**config.mk**
```make
export PLATFORM = sky130hd
export DESIGN_NAME = gpio_irq_bridge
export DESIGN_NICKNAME = d
export VERILOG_FILES = /design/src/rtl/gpio_irq_bridge_pkg.sv /design/src/rtl/gpio_key_debounce.sv /design/src/rtl/gpio_irq_bridge.sv
export SDC_FILE = /design/constraint.sdc
export NUM_CORES = 1
export LEC_CHECK = 0
export CAP_MARGIN = 5
export CORE_MARGIN = 5
export CORE_UTILIZATION = 40
export CTS_CLUSTER_DIAMETER = 50
export DETAILED_ROUTE_END_ITERATION = 7
export PLACE_DENSITY = 0.7
export SYNTH_ARGS = -nofsm -noshare
export SYNTH_HDL_FRONTEND = slang
export SYNTH_SLANG_ARGS = --single-unit
```
**constraint.sdc**
```tcl
create_clock -name clk -period 2.45 [get_ports clk]
set_input_delay 0.49 -clock clk [delete_from_list [all_inputs] [get_ports clk]]
set_output_delay 0.49 -clock clk [all_outputs]
set_load 0.05 [all_outputs]
```
**src/rtl/gpio_irq_bridge_pkg.sv**
```systemverilog
// Shared definitions for the GPIO/IRQ bridge: register offsets, decode and byte-lane helpers.
package gpio_irq_bridge_pkg;

   localparam int unsigned WINDOW_BYTES = 256;

   // Byte offsets within the window
   localparam logic [7:0] SW_BASE   = 8'h00;
   localparam logic [7:0] KEY_STATE = 8'h40;
   localparam logic [7:0] KEY_EDGE  = 8'h44;
   localparam logic [7:0] IRQ_EN    = 8'h48;
   localparam logic [7:0] LED       = 8'h50;

   // Idle level of an active-low pin
   localparam logic KEY_RELEASED = 1'b1;

   typedef enum logic [2:0] {
      SEL_NONE,
      SEL_SW,
      SEL_KEY_STATE,
      SEL_KEY_EDGE,
      SEL_IRQ_EN,
      SEL_LED
   } reg_sel_e;

   // Word-aligned offset to register select; SW words occupy 0x00..0x3C
   function automatic reg_sel_e decode_offset(input logic [7:0] offset);
      reg_sel_e sel;
      if (offset[7:6] == SW_BASE[7:6]) begin
         sel = SEL_SW;
      end else begin
         case (offset)
            KEY_STATE: sel = SEL_KEY_STATE;
            KEY_EDGE:  sel = SEL_KEY_EDGE;
            IRQ_EN:    sel = SEL_IRQ_EN;
            LED:       sel = SEL_LED;
            default:   sel = SEL_NONE;
         endcase
      end
      return sel;
   endfunction

   // Expand byte enables to a 32-bit lane mask
   function automatic logic [31:0] byte_mask(input logic [3:0] be);
      logic [31:0] m;
      for (int unsigned i = 0; i < 4; i++) begin
         m[8*i +: 8] = {8{be[i]}};
      end
      return m;
   endfunction

   // Replace only the enabled bytes of old_val with wdata
   function automatic logic [31:0] byte_merge(input logic [31:0] old_val,
                                              input logic [31:0] wdata,
                                              input logic [3:0]  be);
      logic [31:0] m;
      m = byte_mask(be);
      return (old_val & ~m) | (wdata & m);
   endfunction

endpackage

```
**src/rtl/gpio_key_debounce.sv**
```systemverilog
// One user key: 2-flop synchroniser, stability counter, debounced state and press pulse.
module gpio_key_debounce
   import gpio_irq_bridge_pkg::*;
#(
   parameter int unsigned DEBOUNCE_CYC = 4
) (
   input  logic clk,
   input  logic reset,
   input  logic key_n,
   output logic key_state,
   output logic key_press
);

   localparam int unsigned CW = $clog2(DEBOUNCE_CYC + 1);

   logic [1:0]    sync_q;
   logic          key_seen;
   logic [CW-1:0] cnt_q;
   logic          flip;

   // Bring the raw active-low pin into the clock domain
   always_ff @(posedge clk or negedge reset) begin
      if (!reset) sync_q <= {2{KEY_RELEASED}};
      else        sync_q <= {sync_q[0], key_n};
   end

   assign key_seen  = ~sync_q[1];
   assign flip      = (key_seen != key_state) && (cnt_q == CW'(DEBOUNCE_CYC - 1));
   assign key_press = flip & ~key_state;

   // Count consecutive disagreeing samples; accept the change on the last one
   always_ff @(posedge clk or negedge reset) begin
      if (!reset) begin
         cnt_q     <= '0;
         key_state <= 1'b0;
      end else if (key_seen == key_state) begin
         cnt_q <= '0;
      end else if (flip) begin
         cnt_q     <= '0;
         key_state <= ~key_state;
      end else begin
         cnt_q <= cnt_q + 1'b1;
      end
   end

endmodule

```
**src/rtl/gpio_irq_bridge.sv**
```systemverilog
// Memory-mapped GPIO bridge: DIP-switch banks, debounced keys with sticky press flags
// and maskable interrupt, byte-writable LED register. Pins active-low, registers active-high.
module gpio_irq_bridge
   import gpio_irq_bridge_pkg::*;
#(
   parameter logic [31:0] BASE_ADDR    = 32'h0000_7F00,
   parameter int unsigned N_SW_BYTES   = 8,
   parameter int unsigned N_KEYS       = 8,
   parameter int unsigned LED_W        = 32,
   parameter int unsigned DEBOUNCE_CYC = 4
) (
   input  logic                    clk,
   input  logic                    reset,
   input  logic [31:0]             addr_in,
   input  logic [31:0]             data_in,
   input  logic [3:0]              byteen,
   output logic [31:0]             data_out,
   input  logic [8*N_SW_BYTES-1:0] dip_switch,
   input  logic [N_KEYS-1:0]       user_key,
   output logic [LED_W-1:0]        led,
   output logic                    irq
);

   localparam int unsigned SW_BITS  = 8 * N_SW_BYTES;
   localparam int unsigned WIN_BITS = $clog2(WINDOW_BYTES);

   logic [SW_BITS-1:0] sw_s1_q, sw_s2_q;
   logic [511:0]       sw_flat;

   logic [N_KEYS-1:0]  key_state, key_press;
   logic [N_KEYS-1:0]  key_edge_q, key_edge_nxt;
   logic [N_KEYS-1:0]  irq_en_q, irq_en_nxt;
   logic [LED_W-1:0]   led_q, led_nxt;

   logic               win_hit, wr_en;
   logic [7:0]         offset;
   reg_sel_e           sel;
   logic [31:0]        wmask, edge_clr32, irq_en_wr32, led_wr32;
   logic               unused_bits;

   assign win_hit = (addr_in[31:WIN_BITS] == BASE_ADDR[31:WIN_BITS]);
   assign offset  = {addr_in[7:2], 2'b00};
   assign sel     = win_hit ? decode_offset(offset) : SEL_NONE;
   assign wr_en   = |byteen;

   // Switch synchroniser; switches are only read, never debounced
   always_ff @(posedge clk or negedge reset) begin
      if (!reset) begin
         sw_s1_q <= '1;
         sw_s2_q <= '1;
      end else begin
         sw_s1_q <= dip_switch;
         sw_s2_q <= sw_s1_q;
      end
   end

   // Present switches active-high across all 16 word slots; missing bytes read 0
   always_comb begin
      sw_flat              = '0;
      sw_flat[SW_BITS-1:0] = ~sw_s2_q;
   end

   for (genvar i = 0; i < N_KEYS; i++) begin : g_key
      gpio_key_debounce #(
         .DEBOUNCE_CYC(DEBOUNCE_CYC)
      ) u_debounce (
         .clk      (clk),
         .reset    (reset),
         .key_n    (user_key[i]),
         .key_state(key_state[i]),
         .key_press(key_press[i])
      );
   end

   // Next-state for writable registers; a new press wins over a same-cycle clear
   always_comb begin
      wmask       = byte_mask(byteen);
      edge_clr32  = '0;
      irq_en_wr32 = 32'(irq_en_q);
      led_wr32    = 32'(led_q);
      if (wr_en && sel == SEL_KEY_EDGE) edge_clr32  = data_in & wmask;
      if (wr_en && sel == SEL_IRQ_EN)   irq_en_wr32 = byte_merge(irq_en_wr32, data_in, byteen);
      if (wr_en && sel == SEL_LED)      led_wr32    = byte_merge(led_wr32, data_in, byteen);
      key_edge_nxt = (key_edge_q & ~edge_clr32[N_KEYS-1:0]) | key_press;
      irq_en_nxt   = irq_en_wr32[N_KEYS-1:0];
      led_nxt      = led_wr32[LED_W-1:0];
   end

   // Register file and interrupt flop; irq follows next-state so it tracks flag/mask without lag
   always_ff @(posedge clk or negedge reset) begin
      if (!reset) begin
         key_edge_q <= '0;
         irq_en_q   <= '0;
         led_q      <= '0;
         irq        <= 1'b0;
      end else begin
         key_edge_q <= key_edge_nxt;
         irq_en_q   <= irq_en_nxt;
         led_q      <= led_nxt;
         irq        <= |(key_edge_nxt & irq_en_nxt);
      end
   end

   assign led = ~led_q;

   // Combinational read mux
   always_comb begin
      data_out = '0;
      case (sel)
         SEL_SW:        data_out = sw_flat[{addr_in[5:2], 5'b0} +: 32];
         SEL_KEY_STATE: data_out = 32'(key_state);
         SEL_KEY_EDGE:  data_out = 32'(key_edge_q);
         SEL_IRQ_EN:    data_out = 32'(irq_en_q);
         SEL_LED:       data_out = 32'(led_q);
         default:       data_out = '0;
      endcase
   end

   assign unused_bits = ^{addr_in[1:0], edge_clr32, irq_en_wr32, led_wr32};

endmodule

```
# After elaboration in Yosys (flattened, before gate mapping)
# Cells that the tools add are included.
[classes]
add_sub_neg = 8
multipliers = 0
div_mod_pow = 0
n_lt_le_gt_ge = 0
eq_ne = 34
shift = 1
mux = 22
bitwise = 44
n_reduce_logical = 22
[op_table]
columns = ["cell", "n"]
rows = [
  ["$shiftx A512 B10 Y32", 1],
  ["$pmux W32 S5", 1],
  ["$and A32 B32 Y32", 2],
  ["$not A32 Y32", 2],
  ["$not A64 Y64", 1],
  ["$mux W3", 18],
  ["$or A32 B32 Y32", 1],
  ["$eq A3 B2 Y1 const B", 10],
  ["$add A3 B1 Y3 const B", 8],
  ["$and A8 B8 Y8", 3],
  ["$eq A24 B7 Y1 const B", 1],
  ["$eq A6 B5 Y1 const B", 4],
  ["$not A1 Y1", 24],
  ["$mux W8", 2],
  ["$or A8 B8 Y8", 2],
  ["$reduce_and A2 Y1", 8],
  ["$pmux W3 S4", 1],
  ["$logic_and A1 B1 Y1", 11],
  ["$and A1 B1 Y1", 8],
  ["$eq A1 B1 Y1", 8],
  ["$ne A1 B1 Y1", 8],
  ["$not A8 Y8", 1],
  ["$reduce_or A8 Y1", 1],
  ["$eq A3 B3 Y1 const B", 2],
  ["other kinds (3)", 3],
]
[word_totals]
ff_bits = 225
latch_bits = 0
ram_bits = 0
rom_bits = 0
input_bits = 142
output_inout_bits = 65
elab_cells = 161
memories = 0

# Longest topological paths before layout
[depth]
word_depth = 12
depth_mapped = 9
mapped_depth_nobuf = 7

# Cells and area by module
# Synthesis repeated with hierarchy kept, for this count alone.
[hier_totals]
cells_unflattened = 517
area_unflattened_um2 = 8169.1
[modules_own_cells]
columns = ["mod", "instances", "cells_per_inst", "area_each_um2", "seq_area_each_um2"]
rows = [
  ["gpio_irq_bridge", 1, 397, 6377.4, 4589.4],
  ["gpio_key_debounce", 8, 15, 224.0, 152.6],
]

# Least setup slack after synthesis
# OpenSTA, ideal clock, no wires.
[synth_timing]
path_kind = "input -> output"
startpoint = "input port addr_in[7]"
endpoint = "output port data_out[6]"
t_arrival_ps = 2777
required_ps = 1960
setup_slack_ps = -817
stages = 6
n_path_buf = 1
path_cell_list = "and4bb_2 > nand4_4 > nor4_2 > buf_2 > a221oi_1 > o21ai_0"
[synth_between]
elab_chain_cells = 6
elab_cells_between_ends = 14
cone_classes = "eq/ne (9); mux (4); reduce/logical (1)"
[synth_rtl]
columns = ["element", "line_no", "rtl"]
rows = [
  ["from (decl)", "gpio_irq_bridge.sv:14", "input logic [31:0] addr_in,"],
  ["$eq A6 B5 Y1", "gpio_irq_bridge_pkg.sv:31", "case (offset)"],
  ["$pmux W3 S4", "gpio_irq_bridge_pkg.sv:31", ""],
  ["$mux W3 *", "gpio_irq_bridge_pkg.sv:28", "if (offset[7:6] == SW_BASE[7:6]) begin"],
  ["$mux W3 *", "gpio_irq_bridge.sv:43", "assign sel = win_hit ? decode_offset(offset) : SEL_NONE;"],
  ["$eq A3 B3 Y1 (tied with other cells)", "gpio_irq_bridge.sv:109", "case (sel)"],
  ["$pmux W32 S5 *", "gpio_irq_bridge.sv:109", ""],
  ["to (decl)", "gpio_irq_bridge.sv:17", "output logic [31:0] data_out,"],
]
# Mark *: on every way between the ends. The rest lies on a longest branch, timed or not.

# Final worst setup path
[layout_timing]
startpoint = "input port addr_in[5]"
endpoint = "output port data_out[2]"
[layout_between]
elab_chain_cells = 6
elab_cells_between_ends = 14
cone_classes = "eq/ne (9); shift (1); mux (4)"
[layout_rtl]
columns = ["element", "line_no"]
rows = [
  ["parallel branches: the longest is 5 deep, another holds $shiftx A512 B10 Y32", "n/a"],
  ["$pmux W32 S5 *", "gpio_irq_bridge.sv:109"],
]
# Mark *: on every way between the ends.

==> out/qor.txt <==
Total Power: 9.05 mW
# H-tree levels: 1
die width: 153 um
Pleak: 5.65 nW
Netlist cell types: 43
Crit. End Element: primary output
worst ir drop on vdd: 510 uV
synthesized flop and latch total: 225
dpl cell area: 11,400 um2
hold path endpoint: g_key[4].u_debounce.sync_q[1]
share of layout cells above drive strength 1: 0.494
via count: 5,423
Clock Skew: 9.51 ps
max cap viols: 0
vias in the first global route: 6,217
fmax: 362 MHz
Worst Hold Launch: g_key[4].u_debounce.sync_q[0]
Avg Cell Area, Syn: 14.9 um2
DIE HEIGHT: 153 um
worst reg2reg startpoint: g_key[6].u_debounce.cnt_q[0]
ys flop type: dfstp_2
Post-synth EDFFs: 0
DP Cell Count: 1,056
hold path depth: 0
IO buf count: 204
Final Non-Filler Cells: 1,129
RSZ-0062 raised after global routing: yes
outcome: finished, violations left
antenna violations before repair: 0
Post-Route Setup TNS: -6900 ps
crit path from: addr_in[5]
IO Pins: 207
residual DRC count: 0
Design Area, Final: 12,800 um2
critical path class: in -> out
violated checks: setup timing
FF-to-FF path depth: 7
GR Util All Layers: 0.179
FF-to-FF setup slack: 790 ps
full die area: 23,400 um2
CP Max Fanout: 4
worst skew pair latency: 520 ps
Synthesis Warnings: 0
register area share after synthesis: 0.711
final antenna-violating net count: 0
Place WS: -691 ps
drt total wl: 21,000 um
Req. time, crit path: 1960 ps
ANT cells: 0
synthesis-to-finish area growth: 57.1%
asr flop ratio synth: 1.00
Hold Crit Class: reg -> reg
most frequent cells in the layout: dfstp_2 (144), clkdlybuf4s50_1 (141), dfrtp_1 (81)
DR vias/cell: 4.80
Sink Count: 225
min Tclk post-route: 2760 ps
largest net degree at the start of global routing: 60
Initial Util: 0.405
drt pass-1 iters: 4
fill count: 1,434
Final GP Congestion: 0.874
clock tree buffer depth: 3
GRT overflow: 0
Final Setup Violations: 32
Arrival @ worst endpoint: 2270 ps
area of the multi-input gates: 2590 um2
Reg-to-Reg End: irq
DR WL/cell: 18.6 um
max_slew headroom: 0.643
final setup margin: -315 ps
Reg area: 5810 um2
Num CTS Buffers: 25
syn_nets: 699
Iter 0 DRT Violations: 182
Root Driver: clkbuf_16
TritonCTS clock tree: yes
Power Density: 705 nW/um2
Core Area: 20,200 um2
startpoint types: input port
Worst-Margin Slew: 535 ps
Tcrit/Tclk final: 1.13
Clock transition at path regs: 60 ps
hpwl dp: 14,900 um
Post-Syn Area: 8170 um2
fin. max-slew vios: 0
final net count: 990
Mapped Cells: 549
first-pass GRT wire length: 33,700 um
Final Hold Fails: 0
# rows: 52
commonest non-fill, non-tap cell in the layout: dfstp_2
-- Yosys cell counts (3+ instances only) --
master | number | share of area
dfstp_2 | 144 | 0.46
dfrtp_1 | 81 | 0.25
inv_1 | 40 | 0.018
mux2_2 | 38 | 0.052
mux2i_1 | 32 | 0.039
a22o_1 | 29 | 0.031
nand2_1 | 27 | 0.012
nor2_1 | 20 | 0.0092
nor3_1 | 17 | 0.010
nor3b_1 | 16 | 0.015
o21ai_0 | 10 | 0.0061
xor2_1 | 9 | 0.0096
a21oi_1 | 8 | 0.0049
a22oi_1 | 8 | 0.0074
clkbuf_1 | 8 | 0.0037
ha_1 | 8 | 0.012
nand2b_1 | 8 | 0.0061
a221oi_1 | 4 | 0.0043
nand2_2 | 4 | 0.0031
a222oi_1 | 3 | 0.0037
buf_2 | 3 | 0.0018
buf_4 | 3 | 0.0028
-- cell type report --
type | instances | share of cell area
Multi-Input combinational cell | 269 | 0.202
Inverter | 40 | 0.0117
Clock inverter | 12 | 0.0151
Sequential cell | 225 | 0.453
Clock buffer | 34 | 0.0537
Tap cell | 270 | 0.0263
Timing Repair Buffer | 279 | 0.239
-- repair_timing --
item                                    in CTS  in global routing
setup buffers                               26                  6
endpoints found under the setup margin      50                 33
pin swaps                                   56                 19
gates resized for setup                    176                 11
hold buffers                                 1                  0
gates cloned                                 3                  0
hold endpoints to repair                    14                  0
-- critical path, cell delays in order --
cell	delay [ps]
buf_6	90
and4bb_2	320
nand4_4	130
buf_6	150
nor4_4	270
buf_6	160
buf_6	100
a22o_1	120
a222oi_1	100
buf_4	160
nand2_4	50
buf_12	130
-- report_power, final --
| part | total, mW | leakage [nW] | internal (mW) | switching (mW) |
|---|---|---|---|---|
| combinational | 0.870 | 2.64 | 0.432 | 0.439 |
| clock | 3.90 | 0.434 | 2.42 | 1.47 |
| sequential | 4.28 | 2.58 | 4.10 | 0.183 |
| total | 9.05 | 5.65 | 6.95 | 2.10 |
-- per-layer routing --
| metal | share of wire | track usage |
|---|---|---|
| met1 | 0.38 | 0.212 |
| met2 | 0.53 | 0.323 |
| met3 | 0.068 | 0.0526 |
| met4 | 0.022 | 0.0386 |
| met5 | 0 | 0 |
-- cell families after synthesis --
family | share of synthesized area
fa+ha+maj | 0.0123
compound gates | 0.0634
buf+inv | 0.0271
xor+xnor | 0.0116
simple gates | 0.0801
flops | 0.711
mux | 0.0943
-- how the worst max path moves through the flow --
stage,end,slack (ps),cells after the start
floorplan,data_out[4],-420,6
global placement,data_out[4],-640,9
detailed placement,data_out[3],-690,10
CTS,data_out[4],-300,8
global route,data_out[4],-410,11
finish,data_out[2],-310,12
-- through the flow --
stage,hold slack [ps],util
3_5_place_dp,347,0.564
2_1_floorplan,194,-
4_1_cts,347,0.635
6_report,348,0.637
3_3_place_gp,345,0.564
5_1_grt,340,0.637
Note: power is estimated with default switching activity, not from simulation.
